File: config.mk
export PLATFORM = sky130hd
export DESIGN_NAME = uart_tx_fifo
export DESIGN_NICKNAME = d
export VERILOG_FILES = /design/src/rtl/uart_pkg.sv /design/src/rtl/sync_fifo.sv /design/src/rtl/uart_tx_fifo.sv
export SDC_FILE = /design/constraint.sdc
export NUM_CORES = 1
export LEC_CHECK = 0
export ABC_AREA = 1
export CORE_ASPECT_RATIO = 0.8
export CORE_UTILIZATION = 40
export DETAILED_ROUTE_END_ITERATION = 7
export GPL_TIMING_DRIVEN = 0
export PLACE_DENSITY = 0.55
export SKIP_LAST_GASP = 1
export SYNTH_ARGS = -nofsm -noshare
export SYNTH_HDL_FRONTEND = slang
export SYNTH_HIERARCHICAL = 1
export SYNTH_SLANG_ARGS = --single-unit
File: constraint.sdc
create_clock -name clk -period 2.1 [get_ports clk]
set_clock_uncertainty 0.1 [all_clocks]
set_input_delay 0.42 -clock clk [delete_from_list [all_inputs] [get_ports clk]]
set_output_delay 0.42 -clock clk [all_outputs]
set_load 0.02 [all_outputs]
File: src/rtl/uart_pkg.sv
// Shared UART definitions: default byte width and the TX dispatcher state encoding.
package uart_pkg;

    localparam int DATA_WIDTH_DEF = 8;

    localparam logic [1:0] IDLE_CODE      = 2'd0;
    localparam logic [1:0] START_CODE     = 2'd1;
    localparam logic [1:0] WAIT_ACK_CODE  = 2'd2;
    localparam logic [1:0] WAIT_DONE_CODE = 2'd3;

    typedef enum logic [1:0] {
        ST_IDLE      = IDLE_CODE,
        ST_START     = START_CODE,
        ST_WAIT_ACK  = WAIT_ACK_CODE,
        ST_WAIT_DONE = WAIT_DONE_CODE
    } tx_state_e;

endpackage

File: src/rtl/sync_fifo.sv
// Synchronous circular-buffer FIFO with registered count/flags and a sticky overflow flag.
// Head data is only valid once o_empty is low, so a write is never readable in its own cycle.
module sync_fifo
    import uart_pkg::*;
#(
    parameter int DATA_WIDTH = DATA_WIDTH_DEF,
    parameter int DEPTH      = 16
) (
    input  logic                    clk,
    input  logic                    reset,
    input  logic                    i_wr_en,
    input  logic [DATA_WIDTH-1:0]   i_wr_data,
    input  logic                    i_rd_en,
    output logic [DATA_WIDTH-1:0]   o_rd_data,
    output logic                    o_full,
    output logic                    o_empty,
    output logic [$clog2(DEPTH):0]  o_count,
    output logic                    o_overflow,
    input  logic                    i_clr_ovf
);

    localparam int AW = $clog2(DEPTH);
    localparam int CW = AW + 1;
    localparam logic [CW-1:0] FULL_COUNT = CW'(DEPTH);

    logic [DATA_WIDTH-1:0] mem [DEPTH];
    logic [AW-1:0]         wr_ptr_q, wr_ptr_d;
    logic [AW-1:0]         rd_ptr_q, rd_ptr_d;
    logic [CW-1:0]         count_q, count_d;
    logic                  full_q, full_d;
    logic                  empty_q, empty_d;
    logic                  overflow_q, overflow_d;
    logic                  wr_accept, rd_accept;

    always_comb begin
        rd_accept = i_rd_en && !empty_q;
        // A pop in the same cycle frees a slot, so a full FIFO can still take a push.
        wr_accept = i_wr_en && (!full_q || rd_accept);

        wr_ptr_d = wr_accept ? wr_ptr_q + AW'(1) : wr_ptr_q;
        rd_ptr_d = rd_accept ? rd_ptr_q + AW'(1) : rd_ptr_q;

        count_d = count_q;
        if (wr_accept && !rd_accept) begin
            count_d = count_q + CW'(1);
        end else if (rd_accept && !wr_accept) begin
            count_d = count_q - CW'(1);
        end

        full_d  = (count_d == FULL_COUNT);
        empty_d = (count_d == '0);

        // A dropped push beats a simultaneous clear.
        if (i_wr_en && !wr_accept) begin
            overflow_d = 1'b1;
        end else if (i_clr_ovf) begin
            overflow_d = 1'b0;
        end else begin
            overflow_d = overflow_q;
        end
    end

    always_ff @(posedge clk) begin
        if (wr_accept) begin
            mem[wr_ptr_q] <= i_wr_data;
        end
    end

    always_ff @(posedge clk) begin
        if (!reset) begin
            wr_ptr_q   <= '0;
            rd_ptr_q   <= '0;
            count_q    <= '0;
            full_q     <= 1'b0;
            empty_q    <= 1'b1;
            overflow_q <= 1'b0;
        end else begin
            wr_ptr_q   <= wr_ptr_d;
            rd_ptr_q   <= rd_ptr_d;
            count_q    <= count_d;
            full_q     <= full_d;
            empty_q    <= empty_d;
            overflow_q <= overflow_d;
        end
    end

    assign o_rd_data  = mem[rd_ptr_q];
    assign o_full     = full_q;
    assign o_empty    = empty_q;
    assign o_count    = count_q;
    assign o_overflow = overflow_q;

endmodule

File: src/rtl/uart_tx_fifo.sv
// Byte buffer feeding UART_TX: pops one byte at a time, pulses o_tx_start, then waits
// for the transmitter's busy window (or an ack timeout) before dispatching the next byte.
module uart_tx_fifo
    import uart_pkg::*;
#(
    parameter int DATA_WIDTH  = DATA_WIDTH_DEF,
    parameter int DEPTH       = 16,
    parameter int ACK_TIMEOUT = 64
) (
    input  logic                    clk,
    input  logic                    reset,
    input  logic                    i_wr_en,
    input  logic [DATA_WIDTH-1:0]   i_wr_data,
    output logic                    o_full,
    output logic                    o_empty,
    output logic [$clog2(DEPTH):0]  o_count,
    output logic                    o_overflow,
    input  logic                    i_clr_ovf,
    input  logic                    i_tx_busy,
    output logic                    o_tx_start,
    output logic [DATA_WIDTH-1:0]   o_tx_data
);

    localparam int TW = $clog2(ACK_TIMEOUT + 1);
    localparam logic [TW-1:0] TMO_LAST = TW'(ACK_TIMEOUT - 1);
    localparam logic [TW-1:0] TMO_MAX  = TW'(ACK_TIMEOUT);

    tx_state_e             state_q, state_d;
    logic [TW-1:0]         timer_q, timer_d;
    logic [DATA_WIDTH-1:0] tx_data_q, tx_data_d;
    logic [DATA_WIDTH-1:0] head_data;
    logic                  pop;

    sync_fifo #(
        .DATA_WIDTH (DATA_WIDTH),
        .DEPTH      (DEPTH)
    ) u_fifo (
        .clk        (clk),
        .reset      (reset),
        .i_wr_en    (i_wr_en),
        .i_wr_data  (i_wr_data),
        .i_rd_en    (pop),
        .o_rd_data  (head_data),
        .o_full     (o_full),
        .o_empty    (o_empty),
        .o_count    (o_count),
        .o_overflow (o_overflow),
        .i_clr_ovf  (i_clr_ovf)
    );

    always_comb begin
        state_d    = state_q;
        timer_d    = timer_q;
        tx_data_d  = tx_data_q;
        pop        = 1'b0;
        o_tx_start = 1'b0;
        case (state_q)
            ST_IDLE: begin
                if (!o_empty && !i_tx_busy) begin
                    pop       = 1'b1;
                    tx_data_d = head_data;
                    state_d   = ST_START;
                end
            end
            ST_START: begin
                o_tx_start = 1'b1;
                timer_d    = '0;
                state_d    = ST_WAIT_ACK;
            end
            ST_WAIT_ACK: begin
                // No retry on timeout: the byte is treated as sent.
                if (i_tx_busy) begin
                    state_d = ST_WAIT_DONE;
                end else if (timer_q >= TMO_LAST) begin
                    state_d = ST_IDLE;
                end else if (timer_q != TMO_MAX) begin
                    timer_d = timer_q + TW'(1);
                end
            end
            ST_WAIT_DONE: begin
                if (!i_tx_busy) begin
                    state_d = ST_IDLE;
                end
            end
            default: state_d = ST_IDLE;
        endcase
    end

    always_ff @(posedge clk) begin
        if (!reset) begin
            state_q   <= ST_IDLE;
            timer_q   <= '0;
            tx_data_q <= '0;
        end else begin
            state_q   <= state_d;
            timer_q   <= timer_d;
            tx_data_q <= tx_data_d;
        end
    end

    assign o_tx_data = tx_data_q;

endmodule

==> results of run 1 <==
==> what timing repair did <==
| action | 4_1_cts | 5_1_grt |
|---|---|---|
| pin swaps | 18 | 5 |
| buffers inserted | 22 | 0 |
| resized for setup | 45 | 22 |
| cloned | 0 | 0 |
| endpoints found under the hold margin | 0 | 0 |
| setup endpoints to repair | 132 | 139 |
==> metal layers <==
| layer | up-vias | part of all wire | GRT usage |
|---|---|---|---|
| met3 | 19 | 0.068 | 0.0540 |
| met1 | 2440 | 0.47 | 0.316 |
| met5 | - | 0 | 0 |
| li1 | 2372 | - | - |
| met4 | 0 | 0.013 | 0.0709 |
| met2 | 180 | 0.45 | 0.307 |
==> cell families after synthesis <==
logic type               synth area share
buffers and inverters              0.0437
adder cells (fa/ha/maj)            0.0164
XOR/XNOR                          0.00128
AO/OA/AOI/OAI                       0.122
flip-flops                          0.668
AND/OR/NAND/NOR                     0.148
==> cells in the mapped netlist (9+ instances only) <==
master    number
nand3_1       30
a21oi_1       21
o21ai_0       74
o221ai_1      27
buf_2         12
nor2_1       118
inv_1         35
dfxtp_1       37
ha_1           9
clkbuf_1      11
nand2_1       71
edfxtp_1     128
==> per-stage QoR <==
| stage | worst slack, ns | total power [mW] | TNS (ns) | util | cells |
|---|---|---|---|---|---|
| after floorplan | -0.0226 | 4.71 | -0.723 | - | 627 |
| after detailed placement | -1.25 | 5.21 | -153.11 | 0.446 | 876 |
| after CTS | -0.000721 | 8.56 | -0.000721 | 0.515 | 930 |
| after global routing | -0.0199 | 8.90 | -0.0220 | 0.517 | 930 |
| final | 0.0506 | 8.52 | 0 | 0.517 | 930 |
| after global placement | -1.22 | 5.19 | -149.33 | 0.446 | 876 |
==> flip-flops by register name, summed over array words and instances (netlist names), named ones only <==
name               count
u_fifo/mem           128
o_tx_data              8
timer_q                7
u_fifo/o_count         5
u_fifo/rd_ptr_q        4
u_fifo/wr_ptr_q        4
state_q                2
u_fifo/o_empty         1
u_fifo/o_full          1
u_fifo/o_overflow      1
==> path summary, 6_finish.rpt <==
kind | from | endpoint | slack (ns) | depth (start not counted)
worst max-delay path | u_fifo/o_full | o_full | 0.05 | 1
worst min-delay path | i_tx_busy | state_q[0] | 0.26 | 3
worst max register to register | state_q[1] | u_fifo/mem[11][4] | 0.10 | 10
worst min register to register | u_fifo/o_overflow | u_fifo/o_overflow | 0.37 | 2
==> area by class of cell <==
type / instances / area (sq um)
multi-input combinational: 391 / 2140
fill: 1435 / 8050
timing repair buffer: 51 / 669
sequential: 165 / 4590
clock inverter: 15 / 194
clock buffer: 17 / 425
buffer: 28 / 151
inverter: 43 / 169
tap: 220 / 275
==> power breakdown <==
part,internal [mW],total [mW],switching [mW]
registers,3.68,3.79,0.115
logic,0.541,1.48,0.940
clock network,1.90,3.25,1.35
==> summary.md, run 1 <==
| Metric | Value |
|---|---|
| Via count | `5011` |
| Part of the cycle the worst path needs | `0.976` |
| Mapped cell area | `6860 sq um` |
| Slowest stage cell, crit path | `clkdlybuf4s50_1` |
| Max cap viols | `0` |
| Synth top area share | `0.560` |
| CTS buffer count | `17` |
| PD cells | `990 nW/um^2` |
| Critical Path AT | `1.53 ns` |
| Die Wd | `148 um` |
| Antenna diodes | `0` |
| Final min period | `2.05 ns` |
| Most common cell after layout, fill and taps aside | `edfxtp_1` |
| H-Tree Depth | `4` |
| DR DRC count | `0` |
| Grt ovf | `0` |
| RSZ-0062 raised after global routing | `true` |
| Insertion delay to the later sink of the worst-skew pair | `0.43 ns` |
| Final Setup Violations | `0` |
| Die height | `119 um` |
| Final Instance Area | `8610 sq um` |
| DPL Wire Length | `11600 um` |
| Distinct cells, synth | `34` |
| Critical Path Start Type | `flip-flop` |
| GRT Resource Usage Total | `0.214` |
| Worst Path Buf+Inv | `1` |
| Fmax | `488 MHz` |
| Synth area leader | `edfxtp_1` |
| Antenna violations before repair | `0` |
| Synth Flop Type | `edfxtp_1` |
| Layout cells sized above 1 | `0.173` |
| Post-route ant nets | `0` |
| Syn-to-layout area delta | `25.4%` |
| Async SR Flop Fraction | `0` |
| Least-Margin Pin Slew | `0.783 ns` |
| Static Leakage | `3.09 nW` |
| Vias per cell | `5.39` |
| Initial drt markers | `589` |
| Pins Over Slew Limit | `0` |
| GP Congestion | `0.875` |
| Fin Hold WS | `0.263 ns` |
| Setup CP Type | `reg2out` |
| Routed len/inst | `19.1 um` |
| Cts hold-fix bufs | `0` |
| Port-buffer cells | `29` |
| Die ar. | `17700 sq um` |
| CP required | `1.58 ns` |
| Number of global-route vias before repair | `4766` |
| Core area | `16700 sq um` |
| Bufs on Longest Clock Path | `2` |
| Global-route wire length before repair | `27200 um` |
| Synth warn | `6` |
| Status | `complete, no violations` |
| Sequential share of the synthesized area | `0.668` |
| #FFs+latches synth | `165` |
| Initial core utilization | `0.412` |
| Critical path peak fanout | `4` |
| Crit-path max cell delay | `0.66 ns` |
| VDD IR-drop max | `631 uV` |
| Hold Fails Final Rpt | `0` |
| Post-synth EDFFs | `128` |
| Gate Count Post-Synth | `627` |
| CP delay by family, top | `buffers and inverters` |
| Final nets | `719` |
| Hold Path Class | `in2reg` |
| Most frequent cells in the layout | `edfxtp_1, nor2_1, o21ai_0` |
| Dpl cell area | `7430 sq um` |
| Syn_nets | `649` |
| # clock sinks | `165` |
| Root Buffer | `clkbuf_16` |
| Largest net degree at the start of global routing | `17` |
| Synthesized area per cell | `10.9 sq um` |
| Relative slew slack | `0.476` |
| Detailed Routing Iterations Pass 1 | `5` |
| Clock-pin slew on the worst setup and hold paths | `0.07 ns` |
| Crit-path cells | `clkdlybuf4s50_1` |
| Area contributors post-synth | `edfxtp_1, dfxtp_1, nor2_1` |
| WL final | `17800 um` |
| TritonCTS clock tree | `built` |
| Number of top-level pins | `30` |
| CP Capture Type | `primary output` |
| Number of cell rows | `42` |
Note: power is estimated with default switching activity, not from simulation.
==> inputs of run 2 (changes only) <==
--- a/config.mk
+++ b/config.mk
@@ -11,6 +11,7 @@
 export DETAILED_ROUTE_END_ITERATION = 7
 export GPL_TIMING_DRIVEN = 0
 export PLACE_DENSITY = 0.55
+export SKIP_CTS_REPAIR_TIMING = 1
 export SKIP_LAST_GASP = 1
 export SYNTH_ARGS = -nofsm -noshare
 export SYNTH_HDL_FRONTEND = slang
==> run 2 against run 1 <==
Against the previous run: core utilization shrank 0.35 points; first-iteration DRC count shrank 9.5%; total power shrank 0.28%; cell area shrank 0.67%; routed wire length grew 0.59%; die area is the same; sequential power is essentially flat; critical path depth grew 8; global-route usage shrank 0.57 points; clock power is essentially flat.
==> summary.md, run 2 (synthesis gave the netlist of run 1 again) <==
| Metric | Value |
|---|---|
| GP Congestion | `0.875 (unchanged)` |
| Crit-path max cell delay | `0.31 ns (-0.35 ns)` |
| Final nets | `714 (-0.70%)` |
| Max reg flops | `128 (unchanged)` |
| Detailed Routing Iterations Pass 1 | `4 (-1)` |
| Worst r2r src | `state_q[1]` |
| Post-route ant nets | `0 (unchanged)` |
| Worst Path Buf+Inv | `3 (+2)` |
| Setup CP Type | `reg2reg` |
| R2r setup slk | `0.04 ns (-0.06 ns)` |
| Hold Path Class | `in2reg` |
| Clock-pin slew on the worst setup and hold paths | `0.07 ns (about the same)` |
| Part of the cycle the worst path needs | `0.982 (+0.00659)` |
| Number of global-route vias before repair | `4614 (-3.2%)` |
| Final Instance Area | `8550 sq um (-0.67%)` |
| Relative slew slack | `0.484 (+0.00742)` |
| Pins Over Slew Limit | `0 (unchanged)` |
| Root Buffer | `clkbuf_16` |
| GRT Resource Usage Total | `0.209 (-0.00571)` |
| TritonCTS clock tree | `built` |
| Max cap viols | `0 (unchanged)` |
| Final min period | `2.06 ns (+0.0138 ns)` |
| Most used routing layer | `met1` |
| M2 GR Usage | `0.294 (-0.0123)` |
| Worst R2R End | `u_fifo/mem[0][3]` |
| Number of top-level pins | `30 (unchanged)` |
| Slowest stage cell, crit path | `nor2_4` |
| Biggest register | `u_fifo/mem` |
| Die height | `119 um (unchanged)` |
| M1 GR Usage | `0.311 (-0.00423)` |
| Bufs on Longest Clock Path | `2 (unchanged)` |
| Initial core utilization | `0.412 (unchanged)` |
| DPL Wire Length | `11600 um (unchanged)` |
| Worst hold endpoint | `state_q[0]` |
| CP delay by family, top | `simple AND/OR/NAND/NOR gates` |
| Crit-path cells | `buf_4, nor2_2, nand2_2, clkinv_4, nand2_8, a21oi_4, buf_12, nand2_4, nor2_4` |
| Number of cell rows | `42 (unchanged)` |
| H-Tree Depth | `4 (unchanged)` |
| Most frequent cells in the layout | `edfxtp_1, nor2_1, o21ai_0` |
| Syn-to-layout area delta | `24.6%` |
| Worst Reg-to-Reg Cells | `9 (-1)` |
| Setup TNS | `0 ns (unchanged)` |
| Via count | `4990 (-0.42%)` |
| Hold Fails Final Rpt | `0 (unchanged)` |
| Fmax | `485 MHz (-0.67%)` |
| Grt ovf | `0 (unchanged)` |
| Least-Margin Pin Slew | `0.772 ns (-0.0111 ns)` |
| Hold Path Depth | `3 (unchanged)` |
| VDD IR-drop max | `629 uV (-0.32%)` |
| Final Power | `8.50 mW (-0.28%)` |
| Critical path depth in cells | `9 (+8)` |
| Global-route wire length before repair | `26400 um (-2.9%)` |
| Final Setup Violations | `0 (unchanged)` |
| Insertion delay to the later sink of the worst-skew pair | `0.43 ns (about the same)` |
| Initial drt markers | `533 (-9.5%)` |
| WL final | `17900 um (+0.59%)` |
| Core area | `16700 sq um (unchanged)` |
| Die ar. | `17700 sq um (unchanged)` |
| Dpl cell area | `7430 sq um (unchanged)` |
| DR DRC count | `0 (unchanged)` |
| Antenna diodes | `0 (unchanged)` |
| Final std cells w/o fill | `925 (-0.54%)` |
| Placed Instances | `876 (unchanged)` |
| PD cells | `994 nW/um^2 (+0.40%)` |
| Critical Path AT | `2.06 ns (+0.53 ns)` |
| RSZ-0062 raised after global routing | `true` |
| Status | `complete, no violations` |
| # clock sinks | `165 (unchanged)` |
| Routed len/inst | `19.3 um (+1.1%)` |
| CP Capture Type | `flip-flop` |
| CTS buffer count | `17 (unchanged)` |
| Critical path peak fanout | `9 (+5)` |
| Met3 global-route usage | `0.0506 (-0.00345)` |
| Hold_sp | `i_tx_busy` |
| Largest net degree at the start of global routing | `17 (unchanged)` |
| Vias per cell | `5.39 (+0.12%)` |
| Critical Path Start Type | `flip-flop` |
| Util after Layout | `0.513 (-0.00346)` |
| CP required | `2.09 ns (+0.51 ns)` |
| Static Leakage | `3.05 nW (-1.1%)` |
| Antenna violations before repair | `0 (unchanged)` |
| Most common cell after layout, fill and taps aside | `edfxtp_1` |
| Die Wd | `148 um (unchanged)` |
| Port-buffer cells | `29 (unchanged)` |
| Layout cells sized above 1 | `0.165 (-0.00870)` |
-- run 2: layout make-up --
type,count,area [sq um]
Buffer,28,148
Clock buffer,17,425
Clock inverter,15,194
Fill cell,1437,8110
Inverter,43,169
Multi-Input combinational cell,391,2150
Sequential cell,165,4590
Tap cell,220,275
Timing Repair Buffer,46,611
-- run 2: worst register-to-register path, stage by stage, from the launching register on --
cell      delay, ns
dfxtp_1        0.30
buf_4          0.15
nor2_2         0.12
nand2_2        0.10
clkinv_4       0.11
nand2_8        0.09
a21oi_4        0.19
buf_12         0.15
nand2_4        0.10
nor2_4         0.32
-- run 2: per-stage QoR --
step,setup WS [ns],hold slack (ns)
5_1_grt,-0.0617,0.277
3_5_place_dp,-1.25,0.361
4_1_cts,-0.792,0.370
2_1_floorplan,-0.0226,0.339
6_report,0.0368,0.260
3_3_place_gp,-1.22,0.353
-- run 2: routing by layer --
layer,share of wire,vias to the layer above
li1,-,2363
met1,0.48,2445
met2,0.44,157
met3,0.058,25
met4,0.017,0
met5,0,-
-- run 2: worst max-delay path by stage --
stage / start / endpoint / slack (ns)
after global placement: i_tx_busy / u_fifo/mem[11][1] / -1.22
final: state_q[1] / u_fifo/mem[0][3] / 0.04
after detailed placement: i_tx_busy / u_fifo/mem[15][5] / -1.25
after floorplan: state_q[1] / u_fifo/mem[15][0] / -0.02
after global routing: flip-flop / o_tx_data[3] / -0.06
after CTS: i_tx_busy / u_fifo/mem[7][6] / -0.79
-- run 2: where the power goes --
group | total (mW) | leakage [nW] | switching (mW) | internal [mW]
Sequential | 3.79 | 1.46 | 0.116 | 3.68
Combinational | 1.47 | 1.30 | 0.946 | 0.523
Clock | 3.24 | 0.293 | 1.34 | 1.90
==> inputs of run 3 (changes only) <==
--- a/config.mk
+++ b/config.mk
@@ -13,6 +13,7 @@
 export PLACE_DENSITY = 0.55
 export SKIP_CTS_REPAIR_TIMING = 1
 export SKIP_LAST_GASP = 1
+export SLEW_MARGIN = 15
 export SYNTH_ARGS = -nofsm -noshare
 export SYNTH_HDL_FRONTEND = slang
 export SYNTH_HIERARCHICAL = 1
==> results of run 3 <==
No change in the layout: final DEF, timing and power equal those of run 2.
